[src/rtl/instr_encoder.sv]
// RV32I instruction word builder: packs fields and a signed immediate into R/I/S/B/U/J
// encodings behind a one-deep valid/ready register, with legality flags and usage counters.
module instr_encoder #(
  parameter int CNT_W = 16
) (
  input  logic             clk,
  input  logic             rst_n,
  input  logic             in_valid,
  output logic             in_ready,
  input  logic [2:0]       in_fmt,
  input  logic [6:0]       in_opcode,
  input  logic [4:0]       in_rd,
  input  logic [4:0]       in_rs1,
  input  logic [4:0]       in_rs2,
  input  logic [2:0]       in_funct3,
  input  logic [6:0]       in_funct7,
  input  logic [31:0]      in_imm,
  output logic             out_valid,
  input  logic             out_ready,
  output logic [31:0]      out_instr,
  output logic [2:0]       out_err,
  output logic [CNT_W-1:0] enc_count,
  output logic [CNT_W-1:0] err_count
);

  typedef enum logic [2:0] {
    FMT_R = 3'd0,
    FMT_I = 3'd1,
    FMT_S = 3'd2,
    FMT_B = 3'd3,
    FMT_U = 3'd4,
    FMT_J = 3'd5
  } fmt_e;

  localparam logic [CNT_W-1:0] CNT_MAX = '1;

  logic               accept;
  logic signed [31:0] imm_s;
  logic [2:0]         err_d;
  logic [31:0]        instr_d;

  assign in_ready = !out_valid || out_ready;
  assign accept   = in_valid && in_ready;
  assign imm_s    = signed'(in_imm);

  // err_d bit 0: range, bit 1: low-bit alignment, bit 2: illegal format
  always_comb begin
    err_d   = 3'b000;
    instr_d = 32'h0;
    case (in_fmt)
      FMT_R: begin
        instr_d = {in_funct7, in_rs2, in_rs1, in_funct3, in_rd, in_opcode};
      end
      FMT_I: begin
        err_d[0] = (imm_s < -2048) || (imm_s > 2047);
        instr_d  = {in_imm[11:0], in_rs1, in_funct3, in_rd, in_opcode};
      end
      FMT_S: begin
        err_d[0] = (imm_s < -2048) || (imm_s > 2047);
        instr_d  = {in_imm[11:5], in_rs2, in_rs1, in_funct3, in_imm[4:0], in_opcode};
      end
      FMT_B: begin
        err_d[0] = (imm_s < -4096) || (imm_s > 4094);
        err_d[1] = in_imm[0];
        instr_d  = {in_imm[12], in_imm[10:5], in_rs2, in_rs1, in_funct3,
                    in_imm[4:1], in_imm[11], in_opcode};
      end
      FMT_U: begin
        err_d[1] = (in_imm[11:0] != 12'h000);
        instr_d  = {in_imm[31:12], in_rd, in_opcode};
      end
      FMT_J: begin
        err_d[0] = (imm_s < -1048576) || (imm_s > 1048574);
        err_d[1] = in_imm[0];
        instr_d  = {in_imm[20], in_imm[10:1], in_imm[11], in_imm[19:12], in_rd, in_opcode};
      end
      default: begin
        err_d[2] = 1'b1;
      end
    endcase
    if (err_d != 3'b000) begin
      instr_d = 32'h0;
    end
  end

  // A push always wins over a pop, so a simultaneous pop/push just replaces the word.
  always_ff @(posedge clk or negedge rst_n) begin
    if (!rst_n) begin
      out_valid <= 1'b0;
      out_instr <= 32'h0;
      out_err   <= 3'b000;
      enc_count <= '0;
      err_count <= '0;
    end else begin
      if (accept) begin
        out_valid <= 1'b1;
        out_instr <= instr_d;
        out_err   <= err_d;
        if (err_d == 3'b000) begin
          if (enc_count != CNT_MAX) enc_count <= enc_count + 1'b1;
        end else begin
          if (err_count != CNT_MAX) err_count <= err_count + 1'b1;
        end
      end else if (out_ready) begin
        out_valid <= 1'b0;
      end
    end
  end

endmodule

[config.mk]
export PLATFORM = sky130hd
export DESIGN_NAME = instr_encoder
export DESIGN_NICKNAME = d
export VERILOG_FILES = /design/src/rtl/instr_encoder.sv
export SDC_FILE = /design/constraint.sdc
export NUM_CORES = 1
export LEC_CHECK = 0
export CAP_MARGIN = 20
export CORE_ASPECT_RATIO = 1.4
export CORE_MARGIN = 1
export CORE_UTILIZATION = 44
export CTS_CLUSTER_DIAMETER = 30
export DETAILED_ROUTE_END_ITERATION = 7
export GPL_TIMING_DRIVEN = 0
export PLACE_DENSITY = 0.8
export SETUP_SLACK_MARGIN = 0.15
export SYNTH_ARGS = -nofsm -noshare
export SYNTH_HDL_FRONTEND = slang
export SYNTH_SLANG_ARGS = --single-unit
[constraint.sdc]
create_clock -name clk -period 5.7 [get_ports clk]
set_clock_uncertainty 0.05 [all_clocks]
set_input_delay 1.425 -clock clk [delete_from_list [all_inputs] [get_ports clk]]
set_output_delay 1.425 -clock clk [all_outputs]
set_load 0.01 [all_outputs]
==> run_results.csv, run 1 <==
group,metric,value,unit
cells_and_area,fin_cells,622,
job,max_cap_viol_count,0,
clocking,cts_sinks,68,
outcome,status,"finished, final reports clean",
logic_synthesis,synth.area.top_cells,"dfrtp_1 47%, xnor2_1 5.6%, nand4_1 4.1%",
logic_synthesis,ys_async_sr_fraction,1.00,
cells_and_area,finish.utilization,0.679,
power,combPwrFrac,0.279,
routing,viasPerCell,5.70,
clocking,cts_htree_levels,3,
worst_setup_path,reg2regPathDepth,6,
logic_synthesis,yosysMostFrequentCell,"dfrtp_1",
timing,setup_viol,0,
place,dpl_cell_area,5120,µm²
routing,wirelength,10800,µm
worst_setup_path,crit_arrival,2.54,ns
clocking,postCtsSetupRepairBufs,0,
logic_synthesis,synth_ff_type,"dfrtp_1",
timing,finalHoldViolCount,0,
clocking,cts_hold_buf,0,
timing,period_needed,4.02,ns
place,placed_cells,606,
logic_synthesis,ys_ff_latch,68,
timing,fin_ws,1.68,ns
cells_and_area,stdcell_area,5330,µm²
worst_setup_path,rr_startpoint,"err_count[4]$_DFFE_PN0P_",
global_route,grt_pass1_vias,3394,
timing,maxSlewHeadroom,0.426,
die,dieArea,8600,µm²
place,gp_congestion,0.826,
global_route,grt_pass1_wl,16900,µm
hold_path,min_path_cells,2,
logic_synthesis,yosysWarningCount,0,
worst_setup_path,end_kind,"primary output",
logic_synthesis,synth_area,3620,µm²
global_route,grt_max_degree,69,
power,ir_worst_vdd,0.223,mV
clocking,cts_inserted_buffers,9,
routing,route.vias.total,3546,
hold_path,hold_class,"reg2reg",
clocking,path_clk_slew,0.07,ns
cells_and_area,fin_nets,590,
logic_synthesis,synthCells,368,
logic_synthesis,synth_edf_count,0,
worst_setup_path,r2r-end,"err_count[1]$_DFFE_PN0P_",
logic_synthesis,synth_common_cells,"68 x dfrtp_1, 38 x nand2_1, 24 x nand4_1",
cells_and_area,antenna_cells,0,
clocking,clockBufferDepth,2,
die,rows,38,
global_route,antenna_found_initial,0,
die,start_util,0.462,
cells_and_area,drive_above_1_share,0.0709,
routing,ant_nets,0,
logic_synthesis,yosysTopAreaCellShare,0.470,
cells_and_area,area_delta_synth_final,47.2,%
place,dp_hpwl,8160,µm
worst_setup_path,cp_max_fo,3,
clocking,ctsRootBufferMaster,"clkbuf_8",
worst_setup_path,rrSetupSlack,3.42,ns
timing,slew_viol_final,0,
timing,tns,0,ns
logic_synthesis,synth_nets,441,
global_route,grt.total_usage,0.263,
routing,remaining_drc_errors,0,
clocking,clk_latency,0.35,ns
die,fp.dieW,78.7,µm
worst_setup_path,crit_required,4.22,ns
worst_setup_path,worstSetupPathType,"in2out",
routing,dr.first_iter.drc_count,198,
global_route,grt_overflow,0,
die,dieHeight,109,µm
power,powerDensity,264,nW/µm²
clocking,cts_resized,0,
timing,rsz0062_at_grt,"false",
logic_synthesis,yosysUniqueCellTypes,48,
clocking,cts_tree,"yes",
place,portBuffers,138,
die,core_area,7850,µm²
timing,post-route-period-util,0.705,
worst_setup_path,start_kind,"input port",
power,p_clk_frac,0.290,
place,dp_slack,1.53,ns
power,swShare,0.296,
timing,fmax,249,MHz
logic_synthesis,syn_area_per_cell,9.84,µm²
timing,hold_slack,0.431,ns
timing,worstMarginPinSlew,0.861,ns
routing,avgRoutedWirePerCell,17.4,µm
logic_synthesis,synth_top_area_cell,"dfrtp_1",
power,switching_power,0.416,mW
hold_path,min_to,"out_err[1]$_DFFE_PN0P_",
routing,first_pass_iters,5,
power,report.power.total,1.41,mW
hold_path,hp-start,"out_err[1]$_DFFE_PN0P_",
power,power_leakage,2.17,nW
die,num_io_pins,140,
logic_synthesis,yosysSeqAreaShare,0.470,
power,pwr-share-seq,0.430,
power,power.internal,0.993,mW
[per-layer routing]
metal | track usage | routed length, µm
met5 | 0 | 0
met4 | 0.140 | 293
met3 | 0.0357 | 518
met2 | 0.461 | 5650
met1 | 0.310 | 4340
[critical path, stage by stage]
cell and delay [ns]:
clkdlybuf4s50_1 0.44, nand2b_1 0.13, clkdlybuf4s50_1 0.54
[power groups by stage]
stage | Combinational (mW) | Clock, mW | Sequential (mW)
2_1_floorplan | 0.135 | 0 | 0.635
3_3_place_gp | 0.387 | 0 | 0.612
3_5_place_dp | 0.395 | 0 | 0.614
4_1_cts | 0.397 | 0.417 | 0.606
5_1_grt | 0.423 | 0.440 | 0.615
6_report | 0.394 | 0.409 | 0.607
[layout by cell type (no fill, tap or decap), drive strengths merged, types with 3 or more instances in the layout]
| cell | netlist | routed |
|---|---|---|
| nand4 | 25 | 25 |
| nand2b | 8 | 8 |
| nand3 | 18 | 18 |
| nor3 | 5 | 5 |
| o21ai | 20 | 20 |
| nand2 | 38 | 38 |
| nor2 | 16 | 16 |
| o22ai | 10 | 10 |
| a22oi | 10 | 10 |
| xor2 | 3 | 3 |
| and3 | 7 | 7 |
| mux2 | 11 | 11 |
| and2 | 4 | 4 |
| clkdlybuf4s50 | 0 | 137 |
| nor4 | 8 | 8 |
| inv | 10 | 10 |
| a22o | 17 | 17 |
| clkbuf | 13 | 26 |
| buf | 4 | 5 |
| mux2i | 7 | 7 |
| nor2b | 9 | 9 |
| dfrtp | 68 | 68 |
| xnor2 | 23 | 23 |
| a21oi | 13 | 13 |
[cell families after synthesis]
kind of cell    Yosys count  synth area share
simple gates            145             0.220
buf+inv                  27            0.0308
xor+xnor                 26            0.0629
flops                    68             0.470
fa+ha+maj                 2           0.00691
compound gates           82             0.154
mux                      18            0.0546
[final cells by class]
cell class / instances / area (µm²)
Buffer: 17 / 73.8
Clock buffer: 13 / 159
Clock inverter: 3 / 45.0
Fill cell: 667 / 2520
Inverter: 10 / 37.5
Multi-Input combinational cell: 273 / 1810
Sequential cell: 68 / 1700
Tap cell: 100 / 125
Timing Repair Buffer: 138 / 1380
[worst max path at each step]
stage	from	end	slack, ns	cells past startpoint
final	out_ready	in_ready	1.68	3
after global routing	out_ready	in_ready	1.63	3
after CTS	out_ready	in_ready	1.68	3
after detailed placement	in_imm[31]	enc_count[1]$_DFFE_PN0P_	1.53	7
after global placement	rst_n	enc_count[9]$_DFFE_PN0P_	0.90	1
after floorplan	in_imm[19]	enc_count[1]$_DFFE_PN0P_	2.29	5
[flip-flops by register name, summed over array words and instances (netlist names)]
| register | flops |
|---|---|
| enc_count | 16 |
| out_instr | 32 |
| out_valid | 1 |
| err_count | 16 |
| out_err | 3 |
No activity file was read; power rests on OpenSTA's default activity.
==> run 2: changes to the inputs <==
Clock period 5.7 ns to 4.2 ns, I/O delays scaled along.
==> results of run 2 <==
The final DEF is identical to that of run 1. Status: finished, final reports clean.
Main changes from that run: setup slack after placement 1.53 ns -> 0.401 ns; setup slack after layout 1.68 ns -> 0.754 ns; start point of the critical path out_ready -> in_imm[31]; end point of the critical path in_ready -> enc_count[1]$_DFFE_PN0P_; register-to-register setup slack 3.42 ns -> 1.92 ns; total power 1.41 mW -> 1.91 mW; worst IR drop on VDD 0.223 mV -> 0.303 mV
==> run 3: changes to the inputs <==
Clock period 4.2 ns to 3.4 ns, I/O delays scaled along.
==> run_results.csv, run 3 (synthesized netlist as in run 1, its figures left out) <==
group,metric,value,unit
cells_and_area,layout_common_cells,"137 x clkdlybuf4s50_1, 68 x dfrtp_1, 38 x nand2_1",
cells_and_area,regMostFlops,"out_instr",
clocking,cts_htree_levels,3,
worst_setup_path,cp_max_fo,7,
global_route,antenna_found_initial,0,
clocking,clk_latency,0.35,ns
cells_and_area,stdcell_area,5370,µm²
timing,fin_ws,0.273,ns
routing,wirelength,10800,µm
clocking,cts_hold_buf,0,
hold_path,hold_class,"reg2reg",
timing,hold_slack,0.432,ns
timing,finalHoldViolCount,0,
cells_and_area,area_delta_synth_final,48.3,%
routing,avgRoutedWirePerCell,17.3,µm
worst_setup_path,cpPeakStageDelay,0.53,ns
worst_setup_path,rrSetupSlack,1.11,ns
global_route,grt_max_degree,69,
place,portBuffers,138,
outcome,status,"finished, final reports clean",
cells_and_area,layout_commonest_cell,"clkdlybuf4s50_1",
global_route,grt_pass1_wl,16900,µm
cells_and_area,drive_above_1_share,0.0803,
power,power_leakage,2.18,nW
worst_setup_path,crit_required,3.58,ns
worst_setup_path,worstSetupPathType,"in2reg",
routing,route.vias.total,3580,
timing,slew_viol_final,0,
routing,remaining_drc_errors,0,
timing,maxSlewHeadroom,0.429,
clocking,clockBufferDepth,2,
worst_setup_path,critical_path.top_delay_family,"simple AND/OR/NAND/NOR gates",
timing,period_needed,3.13,ns
clocking,cts_inserted_buffers,9,
worst_setup_path,crit_cells,8,
cells_and_area,antenna_cells,0,
global_route,grt_pass1_vias,3394,
power,ir_worst_vdd,0.373,mV
clocking,path_clk_slew,0.07,ns
worst_setup_path,start_kind,"input port",
die,core_area,7850,µm²
worst_setup_path,crit_slowest_cell,"clkdlybuf4s50_1",
place,dp_slack,-0.199,ns
worst_setup_path,path_cells,"clkdlybuf4s50_1 -> nor4_2 -> nand3_1 -> or3_4 -> o211ai_2 -> nand4b_2 -> nand4_1 -> mux2_2",
timing,fmax,320,MHz
worst_setup_path,end_kind,"register",
place,gp_congestion,0.826,
cells_and_area,n_fill_cell,662,
timing,rsz0062_at_grt,"true",
die,num_io_pins,140,
die,start_util,0.462,
worst_setup_path,crit_arrival,3.31,ns
routing,dr.first_iter.drc_count,194,
global_route,grt.total_usage,0.263,
hold_path,min_path_cells,2,
worst_setup_path,critPathCapture,"err_count[14]$_DFFE_PN0P_",
worst_setup_path,critPathBufInv,1,
routing,ant_nets,0,
timing,post-route-period-util,0.920,
place,dpl_cell_area,5120,µm²
timing,setup_viol,0,
clocking,ctsRootBufferMaster,"clkbuf_8",
global_route,grt_overflow,0,
place,dp_hpwl,8160,µm
clocking,cts_tree,"yes",
cells_and_area,fin_nets,591,
worst_setup_path,rr_startpoint,"enc_count[0]$_DFFE_PN0P_",
clocking,cts_sinks,68,
power,powerDensity,441,nW/µm²
die,dieArea,8600,µm²
die,rows,38,
worst_setup_path,r2r-end,"enc_count[1]$_DFFE_PN0P_",
cells_and_area,largestRegisters,"out_instr (32), enc_count (16), err_count (16)",
worst_setup_path,reg2regPathDepth,8,
timing,worstMarginPinSlew,0.856,ns
die,fp.dieW,78.7,µm
cells_and_area,largest_register_ffs,32,
worst_setup_path,crit_start,"in_imm[31]",
die,dieHeight,109,µm
routing,viasPerCell,5.75,
job,max_cap_viol_count,0,
routing,first_pass_iters,5,
## run 3: changes by cell type in the layout (fill, tap and decap cells not counted), sizes merged
cell / change
buf: +1
## run 3: stage by stage
step           power [mW]   util  TNS (ns)  cells
6_report             2.37  0.684         0    623
5_1_grt              2.48  0.684         0    623
4_1_cts              2.38  0.679         0    622
3_5_place_dp         1.69  0.653     -4.02    606
3_3_place_gp         1.67  0.654    -57.37    606
2_1_floorplan        1.29      -         0    368
## run 3: how the worst min path moves through the flow
stage / from / endpoint
after floorplan: enc_count[10]$_DFFE_PN0P_ / enc_count[10]$_DFFE_PN0P_
after global placement: out_instr[20]$_DFFE_PN0P_ / out_instr[20]$_DFFE_PN0P_
after detailed placement: out_err[1]$_DFFE_PN0P_ / out_err[1]$_DFFE_PN0P_
after CTS: out_err[1]$_DFFE_PN0P_ / out_err[1]$_DFFE_PN0P_
after global routing: out_err[1]$_DFFE_PN0P_ / out_err[1]$_DFFE_PN0P_
final: out_err[1]$_DFFE_PN0P_ / out_err[1]$_DFFE_PN0P_
## run 3: where the power goes
group	switching, mW	internal (mW)
clock	0.308	0.379
combinational	0.290	0.374
sequential	0.104	0.914
total	0.701	1.67
## run 3: repair_timing
| action | 4_1_cts | 5_1_grt |
|---|---|---|
| endpoints found under the setup margin | 0 | 24 |
| gates resized for setup | 0 | 5 |
| setup buffers | 0 | 1 |
## run 3: final cells by class
type | count | area [µm²] | share of cell area
tap | 100 | 125 | 0.0233
buffer | 17 | 75.1 | 0.0140
timing repair buffer | 139 | 1400 | 0.261
sequential | 68 | 1700 | 0.317
clock inverter | 3 | 45.0 | 0.00839
inverter | 10 | 37.5 | 0.00699
multi-input combinational | 273 | 1830 | 0.340
clock buffer | 13 | 159 | 0.0296
## run 3: tightest hold or removal path: stages (launching register included)
cell	delay (ns)
dfrtp_1	0.34
nand2_1	0.05
o21ai_0	0.06
## run 3: routing by layer
| metal | GRT usage | vias to the layer above | wire length (µm) |
|---|---|---|---|
| met5 | 0 | - | 0 |
| met4 | 0.140 | 0 | 319 |
| met3 | 0.0357 | 27 | 527 |
| met2 | 0.461 | 142 | 5670 |
| met1 | 0.310 | 1758 | 4290 |
| li1 | - | 1653 | - |
